$ cat src/rtl/id_operand_stage_if.sv
// ---------------------------------------------------------------------------
// id_operand_stage_if
// Bundles the decode-side request, the forwarding bus and the ID/EX output
// bus of id_operand_stage.
//   master : decode/regfile/forwarding side plus the EX consumer
//            (drives in_*, fwd_*, out_ready; observes in_ready and out_*)
//   slave  : the operand stage itself
// Handshake: a transfer happens on a rising edge where valid and ready are
// both 1; valid, once raised, holds its payload stable until it is accepted.
// ---------------------------------------------------------------------------
interface id_operand_stage_if #(
    parameter int ADDR_W  = 32,
    parameter int DATA_W  = 32,
    parameter int NUM_FWD = 2
);
    // decode side
    logic                      in_valid;
    logic                      in_ready;
    logic [ADDR_W-1:0]         addr;
    logic [5:0]                op;
    logic [5:0]                funct;
    logic [15:0]               imm;
    logic [4:0]                rs_idx;
    logic [4:0]                rt_idx;
    logic [DATA_W-1:0]         reg_data_1;
    logic [DATA_W-1:0]         reg_data_2;
    // forwarding sources, index 0 is the nearest stage
    logic [NUM_FWD-1:0]        fwd_valid;
    logic [NUM_FWD-1:0]        fwd_pend;
    logic [NUM_FWD*5-1:0]      fwd_idx;
    logic [NUM_FWD*DATA_W-1:0] fwd_data;
    // ID/EX boundary
    logic                      out_valid;
    logic                      out_ready;
    logic [DATA_W-1:0]         operand_1;
    logic [DATA_W-1:0]         operand_2;
    logic [DATA_W-1:0]         store_data;

    modport master (
        output in_valid, addr, op, funct, imm, rs_idx, rt_idx,
               reg_data_1, reg_data_2,
               fwd_valid, fwd_pend, fwd_idx, fwd_data, out_ready,
        input  in_ready, out_valid, operand_1, operand_2, store_data
    );

    modport slave (
        input  in_valid, addr, op, funct, imm, rs_idx, rt_idx,
               reg_data_1, reg_data_2,
               fwd_valid, fwd_pend, fwd_idx, fwd_data, out_ready,
        output in_ready, out_valid, operand_1, operand_2, store_data
    );
endinterface

$ cat src/rtl/id_operand_stage.sv
// ---------------------------------------------------------------------------
// id_operand_stage
// ID-stage operand generator: builds operand_1 / operand_2 / store_data from
// the decoded fields, resolves NUM_FWD-way forwarding, detects load-use
// hazards and registers the result into the ID/EX boundary.
// Ports:
//   clk       rising-edge clock
//   rst_n     asynchronous active-low reset
//   flush     synchronous flush: drops the output, consumes and discards in_*
//   bus       id_operand_stage_if.slave (decode, forwarding, ID/EX signals)
//   stall_cnt saturating count of cycles lost to load-use hazards
// ---------------------------------------------------------------------------
module id_operand_stage #(
    parameter int ADDR_W       = 32,
    parameter int DATA_W       = 32,
    parameter int NUM_FWD      = 2,
    parameter int LINK_OFFSET  = 8,
    parameter int IMM_LOGIC_HI = 1,
    parameter int CNT_W        = 16
) (
    input  logic               clk,
    input  logic               rst_n,
    input  logic               flush,
    id_operand_stage_if.slave  bus,
    output logic [CNT_W-1:0]   stall_cnt
);
    localparam logic [5:0] OP_SPECIAL = 6'h00;
    localparam logic [5:0] OP_JAL     = 6'h03;
    localparam logic [5:0] OP_ADDIU   = 6'h09;
    localparam logic [5:0] OP_ANDI    = 6'h0C;
    localparam logic [5:0] OP_ORI     = 6'h0D;
    localparam logic [5:0] OP_XORI    = 6'h0E;
    localparam logic [5:0] OP_LUI     = 6'h0F;
    localparam logic [5:0] OP_LB      = 6'h20;
    localparam logic [5:0] OP_LH      = 6'h21;
    localparam logic [5:0] OP_LW      = 6'h23;
    localparam logic [5:0] OP_LBU     = 6'h24;
    localparam logic [5:0] OP_LHU     = 6'h25;
    localparam logic [5:0] OP_SB      = 6'h28;
    localparam logic [5:0] OP_SH      = 6'h29;
    localparam logic [5:0] OP_SW      = 6'h2B;
    localparam logic [5:0] FN_JALR    = 6'h09;

    logic              is_special, is_jalr, is_link, is_load, is_store, is_logic;
    logic              use_rs, use_rt;
    logic [DATA_W-1:0] rs_val, rt_val;
    logic              rs_pend, rt_pend;
    logic              hazard, load;
    logic [ADDR_W-1:0] link_addr;
    logic [DATA_W-1:0] imm_sext, imm_zext, imm_hi;
    logic [DATA_W-1:0] op1_next, op2_next, store_next;

    // ---------------- decode ----------------
    always_comb begin
        is_special = (bus.op == OP_SPECIAL);
        is_jalr    = is_special && (bus.funct == FN_JALR);
        is_link    = (bus.op == OP_JAL) || is_jalr;
        is_load    = bus.op inside {OP_LB, OP_LH, OP_LW, OP_LBU, OP_LHU};
        is_store   = bus.op inside {OP_SB, OP_SH, OP_SW};
        is_logic   = bus.op inside {OP_ANDI, OP_ORI, OP_XORI};
        use_rs     = (bus.op inside {OP_ADDIU, OP_LUI}) || is_logic || is_load
                     || is_store || (is_special && !is_jalr);
        use_rt     = is_special || is_store;
    end

    // ---------------- forwarding ----------------
    // Walk from the farthest source to the nearest so that the lowest matching
    // index wins; its pend bit alone decides the hazard.
    always_comb begin
        rs_val  = bus.reg_data_1;
        rs_pend = 1'b0;
        rt_val  = bus.reg_data_2;
        rt_pend = 1'b0;
        for (int i = NUM_FWD - 1; i >= 0; i--) begin
            if (bus.fwd_valid[i] && (bus.fwd_idx[5*i +: 5] == bus.rs_idx)
                && (bus.rs_idx != 5'd0)) begin
                rs_val  = bus.fwd_data[DATA_W*i +: DATA_W];
                rs_pend = bus.fwd_pend[i];
            end
            if (bus.fwd_valid[i] && (bus.fwd_idx[5*i +: 5] == bus.rt_idx)
                && (bus.rt_idx != 5'd0)) begin
                rt_val  = bus.fwd_data[DATA_W*i +: DATA_W];
                rt_pend = bus.fwd_pend[i];
            end
        end
    end

    // An unused source can never stall the stage.
    assign hazard = (use_rs && rs_pend) || (use_rt && rt_pend);

    // ---------------- operand build ----------------
    always_comb begin
        link_addr = bus.addr + ADDR_W'(LINK_OFFSET);
        imm_sext  = {{(DATA_W-16){bus.imm[15]}}, bus.imm};
        imm_zext  = DATA_W'(bus.imm);
        imm_hi    = DATA_W'({bus.imm, 16'h0000});

        op1_next = '0;
        if (is_link)
            op1_next = DATA_W'(link_addr);
        else if (use_rs)
            op1_next = rs_val;

        op2_next = '0;
        if (bus.op == OP_LUI)
            op2_next = imm_hi;
        else if (is_logic)
            op2_next = (IMM_LOGIC_HI != 0) ? imm_hi : imm_zext;
        else if ((bus.op == OP_ADDIU) || is_load || is_store)
            op2_next = imm_sext;
        else if (is_special)
            op2_next = rt_val;

        store_next = is_store ? rt_val : '0;
    end

    // ---------------- handshake ----------------
    // Flush forces acceptance so the pending input is swallowed.
    assign bus.in_ready = flush || (!hazard && (!bus.out_valid || bus.out_ready));
    assign load         = bus.in_valid && bus.in_ready && !flush;

    always_ff @(posedge clk or negedge rst_n) begin
        if (!rst_n) begin
            bus.out_valid  <= 1'b0;
            bus.operand_1  <= '0;
            bus.operand_2  <= '0;
            bus.store_data <= '0;
        end else if (flush) begin
            bus.out_valid <= 1'b0;
        end else if (load) begin
            bus.out_valid  <= 1'b1;
            bus.operand_1  <= op1_next;
            bus.operand_2  <= op2_next;
            bus.store_data <= store_next;
        end else if (bus.out_valid && bus.out_ready) begin
            bus.out_valid <= 1'b0;
        end
    end

    always_ff @(posedge clk or negedge rst_n) begin
        if (!rst_n)
            stall_cnt <= '0;
        else if (!flush && bus.in_valid && hazard && (stall_cnt != '1))
            stall_cnt <= stall_cnt + 1'b1;
    end
endmodule

$ cat src/flat_wrapper.sv
// flat-port wrapper written by rule: the top's interface ports become plain ports
module id_operand_stage_flat 
#(
    parameter int ADDR_W       = 32,
    parameter int DATA_W       = 32,
    parameter int NUM_FWD      = 2,
    parameter int LINK_OFFSET  = 8,
    parameter int IMM_LOGIC_HI = 1,
    parameter int CNT_W        = 16
)
  (clk, rst_n, flush, stall_cnt, bus_in_valid, bus_addr, bus_op, bus_funct, bus_imm, bus_rs_idx, bus_rt_idx, bus_reg_data_1, bus_reg_data_2, bus_fwd_valid, bus_fwd_pend, bus_fwd_idx, bus_fwd_data, bus_out_ready, bus_in_ready, bus_out_valid, bus_operand_1, bus_operand_2, bus_store_data);
  id_operand_stage_if #(.ADDR_W(ADDR_W), .DATA_W(DATA_W), .NUM_FWD(NUM_FWD)) bus_i ();
  input  logic clk;
  input  logic rst_n;
  input  logic flush;
  output logic [CNT_W-1:0] stall_cnt;
  input wire logic [$bits(bus_i.in_valid)-1:0] bus_in_valid;
  input wire logic [$bits(bus_i.addr)-1:0] bus_addr;
  input wire logic [$bits(bus_i.op)-1:0] bus_op;
  input wire logic [$bits(bus_i.funct)-1:0] bus_funct;
  input wire logic [$bits(bus_i.imm)-1:0] bus_imm;
  input wire logic [$bits(bus_i.rs_idx)-1:0] bus_rs_idx;
  input wire logic [$bits(bus_i.rt_idx)-1:0] bus_rt_idx;
  input wire logic [$bits(bus_i.reg_data_1)-1:0] bus_reg_data_1;
  input wire logic [$bits(bus_i.reg_data_2)-1:0] bus_reg_data_2;
  input wire logic [$bits(bus_i.fwd_valid)-1:0] bus_fwd_valid;
  input wire logic [$bits(bus_i.fwd_pend)-1:0] bus_fwd_pend;
  input wire logic [$bits(bus_i.fwd_idx)-1:0] bus_fwd_idx;
  input wire logic [$bits(bus_i.fwd_data)-1:0] bus_fwd_data;
  input wire logic [$bits(bus_i.out_ready)-1:0] bus_out_ready;
  output wire logic [$bits(bus_i.in_ready)-1:0] bus_in_ready;
  output wire logic [$bits(bus_i.out_valid)-1:0] bus_out_valid;
  output wire logic [$bits(bus_i.operand_1)-1:0] bus_operand_1;
  output wire logic [$bits(bus_i.operand_2)-1:0] bus_operand_2;
  output wire logic [$bits(bus_i.store_data)-1:0] bus_store_data;
  assign bus_i.in_valid = bus_in_valid;
  assign bus_i.addr = bus_addr;
  assign bus_i.op = bus_op;
  assign bus_i.funct = bus_funct;
  assign bus_i.imm = bus_imm;
  assign bus_i.rs_idx = bus_rs_idx;
  assign bus_i.rt_idx = bus_rt_idx;
  assign bus_i.reg_data_1 = bus_reg_data_1;
  assign bus_i.reg_data_2 = bus_reg_data_2;
  assign bus_i.fwd_valid = bus_fwd_valid;
  assign bus_i.fwd_pend = bus_fwd_pend;
  assign bus_i.fwd_idx = bus_fwd_idx;
  assign bus_i.fwd_data = bus_fwd_data;
  assign bus_i.out_ready = bus_out_ready;
  assign bus_in_ready = bus_i.in_ready;
  assign bus_out_valid = bus_i.out_valid;
  assign bus_operand_1 = bus_i.operand_1;
  assign bus_operand_2 = bus_i.operand_2;
  assign bus_store_data = bus_i.store_data;
  id_operand_stage #(.ADDR_W(ADDR_W), .DATA_W(DATA_W), .NUM_FWD(NUM_FWD), .LINK_OFFSET(LINK_OFFSET), .IMM_LOGIC_HI(IMM_LOGIC_HI), .CNT_W(CNT_W)) u_core (.clk(clk), .rst_n(rst_n), .flush(flush), .bus(bus_i), .stall_cnt(stall_cnt));
endmodule
$ cat config.mk
export PLATFORM = sky130hd
export DESIGN_NAME = id_operand_stage_flat
export DESIGN_NICKNAME = d
export VERILOG_FILES = /design/src/rtl/id_operand_stage_if.sv /design/src/rtl/id_operand_stage.sv /design/src/flat_wrapper.sv
export SDC_FILE = /design/constraint.sdc
export NUM_CORES = 1
export LEC_CHECK = 0
export CORE_MARGIN = 3
export CORE_UTILIZATION = 39
export DETAILED_ROUTE_END_ITERATION = 10
export GPL_ROUTABILITY_DRIVEN = 0
export PLACE_DENSITY = 0.84
export SLEW_MARGIN = 10
export SYNTH_ARGS = -nofsm -noshare
export SYNTH_HDL_FRONTEND = slang
export SYNTH_SLANG_ARGS = --single-unit
$ cat constraint.sdc
create_clock -name clk -period 2.8 [get_ports clk]
set_input_delay 0.56 -clock clk [delete_from_list [all_inputs] [get_ports clk]]
set_output_delay 0.56 -clock clk [all_outputs]
set_load 0.02 [all_outputs]
==> summary.txt <==
Global routing
  – First-pass GRT wire length: 47.4 mm
  – Via count of the first global-routing pass: 8,586
  – Global route total overflow: 0
  – Total Routing Usage GR: around 30%
  – Number of antenna violations at the first check in global routing: 0
  – Pin count of the biggest net entering global routing: 69

Yosys
  – Number of nets produced by synthesis: 1,130
  – Synthesized area: 7510 um^2
  – Distinct cell type count after synthesis: 47
  – Commonest register cell after synthesis: dfrtp_1
  – Sequential cell area fraction in the yosys report: a little under two fifths
  – Proportion of synthesized flip-flops having asynchronous set or reset: 100%
  – Register bit total from synthesis: about 110
  – Mean post-synth cell area: a little over 8 um^2
  – Mapped Cells: 911
  – EDFF count, synth: 0
  – Total of warnings raised by yosys: 0

Layout
  – Count of inserted antenna diode cells: 0
  – Number of nets in the final layout: 1,517
  – Area of the multi-input gates: 4480 um^2
  – Fill count: 1,544
  – Reg area: roughly 2800 um^2
  – Final cell count without fillers: 1,571
  – Synth-to-Final Area Change: 65.8%
  – Share of final-layout standard cells stronger than drive strength 1: 16.6%

Die
  – Count of pins on the block boundary: 331
  – Chip height: 145 um
  – Row cnt: 50
  – Initial core utilization: 39.9%
  – Floorplan die area: 21,000 um^2
  – Die Width: about 140 um
  – Core Area: between 15,000 and 20,000 um^2

Clock network
  – Longest Clk Path Bufs: 2
  – Number of sinks handled by clock tree synthesis: around 110
  – Num CTS Buffers: 17
  – Clock insertion delay at the later pin of the skew report: 0.41 ns
  – Clock input transition at the sequential cells of the worst setup and hold paths: 0.05 ns
  – Root cell of the clock tree: clkbuf_16
  – CTS tree: done
  – CTS H-tree lvls: 4
  – Count of hold-fix buffers inserted at cts: 0

Pwr
  – Total power divided by cell area: approximately 430 nW/um^2
  – Net switching power figure: roughly 1.6 mW
  – Part of the total power dissipated in combinational logic: a little over a quarter
  – Internal portion of total power: 3.80 mW
  – Sequential Power Share: between 30% and 40%
  – Max IR drop VDD: between 0.0004 and 0.0005 V
  – Sum of internal, switching and leakage power: ~5.4 mW
  – Sw Ratio: 29.3%
  – Part of the power in the clock network: 39.4%
  – Leakage power total: roughly 5 nW

STA
  – Final period utilization: between 90% and 100%
  – Headroom to the max-slew limit: 56.7%
  – Setup TNS: 0 ns
  – Slew at the pin closest to its max-slew limit: 0.650 ns
  – Fmax: 362 MHz
  – Final worst clock skew: approximately 0.0066 ns
  – Final Slew Violations: 0
  – Final setup fails: 0
  – Number of hold violations in the final report: 0
  – Crit path time final: 2.76 ns
  – Final hold slack: 0.172 ns

Place
  – Number of instances in the placed design: 1,529
  – HPWL reported at the end of detailed placement: about 25 mm
  – Buffers on Ports: 330

Critical path
  – Crit path DAT: around 2.2 ns
  – Worst-path fanout max: 3
  – CP endpoint kind: primary output
  – Launching element type of the critical path: input port
  – Critical path class: in -> out
  – Required time of the critical path: 2.24 ns

Drt
  – DRT Pass-1 Iters: 5
  – Detailed-route via count: 8,696
  – Ratio of routed vias to standard cells: 5.54
  – Count of unresolved DRC violations after routing: 0
  – Routed WL: roughly 33 mm
  – Antenna Violating Nets Remaining: 0
  – Final routed wire length divided by cell count: 20.8 um
  – Initial drt markers: 496

Job
  – Max-cap violations: 0

Run status
  – Outcome: completed

Worst hold path
  – Hold crit path type: in -> async
placed cells by master (no fill, tap or decap), types with 5 or more instances in the layout:
cell type and count:
clkdlybuf4s50_1 306, nand2_1 195, dfrtp_1 113, buf_4 86, o21ai_1 64, a21oi_1 62
o21ai_0 60, nand3_1 57, xnor2_1 43, mux2i_1 32, o31ai_2 30, or2_2 18
a31oi_1 17, a32oi_1 17, clkbuf_16 17, buf_12 17, o22ai_1 15, nor2_1 14
xor2_1 13, nand4_1 13, and3_1 9, dlygate4sd2_1 9, and4_1 7, or4_4 5
xnor2_2 5, inv_1 5, clkbuf_1 5, buf_2 5
sequential cells by signal, summed over array words and instances (netlist names):
signal                 count
u_core.bus.out_valid       1
u_core.stall_cnt          16
u_core.bus.operand_1      32
u_core.bus.store_data     32
u_core.bus.operand_2      32
final timing paths:
kind,from,endpoint,cells past startpoint,slack [ns]
worst max-delay path,bus_rt_idx[0],bus_in_ready,7,0.04
worst min-delay path,rst_n,u_core.bus.store_data[5],1,0.17
worst max register to register,u_core.stall_cnt[7],u_core.stall_cnt[3],6,0.88
worst min register to register,u_core.bus.store_data[25],u_core.bus.store_data[25],2,0.48
max in group asynchronous,rst_n,u_core.bus.store_data[27],2,1.94
min in group clk,u_core.bus.store_data[25],u_core.bus.store_data[25],2,0.48
power by group through the flow:
stage | sequential [mW] | clock, mW | combinational [mW]
global placement | 1.84 | 0 | 1.40
global route | 1.83 | 2.23 | 1.54
floorplan | 1.98 | 0 | 0.398
finish | 1.82 | 2.12 | 1.44
CTS | 1.82 | 2.15 | 1.43
detailed placement | 1.84 | 0 | 1.42
worst max-delay path: stages:
cell and delay (ns):
dlygate4sd2_1 0.29, xor2_1 0.19, or4_4 0.56, mux2i_4 0.21, o22ai_2 0.17, o21bai_2 0.08
buf_6 0.14
final cells by class:
class                   count  share of cell area (%)
well taps                 260                    2.61
multi-input cells         728                    35.9
inverters                   5                   0.151
flip-flops and latches    113                    22.7
clock buffers              23                    3.68
clock inverters             9                   0.874
repair buffers            433                    34.0
cell usage after synthesis, types with 14 or more instances:
library cell,n,area (um^2)
nand2_1,196,736
dfrtp_1,113,2830
a21oi_1,64,320
o21ai_1,64,320
o21ai_0,60,300
nand3_1,58,290
xnor2_1,48,420
clkbuf_1,38,143
mux2i_1,33,330
o31ai_2,30,375
or2_2,18,113
a31oi_1,17,106
a32oi_1,17,149
buf_2,17,85.1
o22ai_1,15,93.8
nor2_1,14,52.6
per-layer routing:
layer	vias to the layer above	part of all wire [%]	global-route usage, %	routed length [um]
li1	4063	-	-	-
met1	4092	38	35.5	12500
met2	447	47	49.2	15300
met3	94	9.3	7.92	3040
met4	0	5.9	17.3	1920
met5	-	0	0	0
cell families (layout without fill, tap and decap cells):
logic type | count (synthesis) | in the layout | synth area share (%)
AND/OR/NAND/NOR | 350 | 350 | 21.6
AO/OA/AOI/OAI | 279 | 279 | 23.7
flip-flops | 113 | 113 | 37.6
buffers and inverters | 70 | 470 | 4.63
XOR/XNOR | 61 | 61 | 7.11
multiplexers | 36 | 36 | 5.00
adder cells (fa/ha/maj) | 2 | 2 | 0.333
repair_timing:
action	CTS	global route
pin swaps	17	14
setup buffers	9	1
setup endpoints to repair	67	104
gates resized for setup	55	27
hold endpoints to repair	0	0
stage by stage:
step	setup slack, ns	utilization (%)	area, um^2
2_1_floorplan	0.0342	-	7520
4_1_cts	0.00834	65.9	12400
3_5_place_dp	-0.923	62.5	11800
3_3_place_gp	-0.866	62.5	11800
5_1_grt	-0.00879	66.2	12500
6_report	0.0396	66.2	12500
No activity file was read; power rests on OpenSTA's default activity.
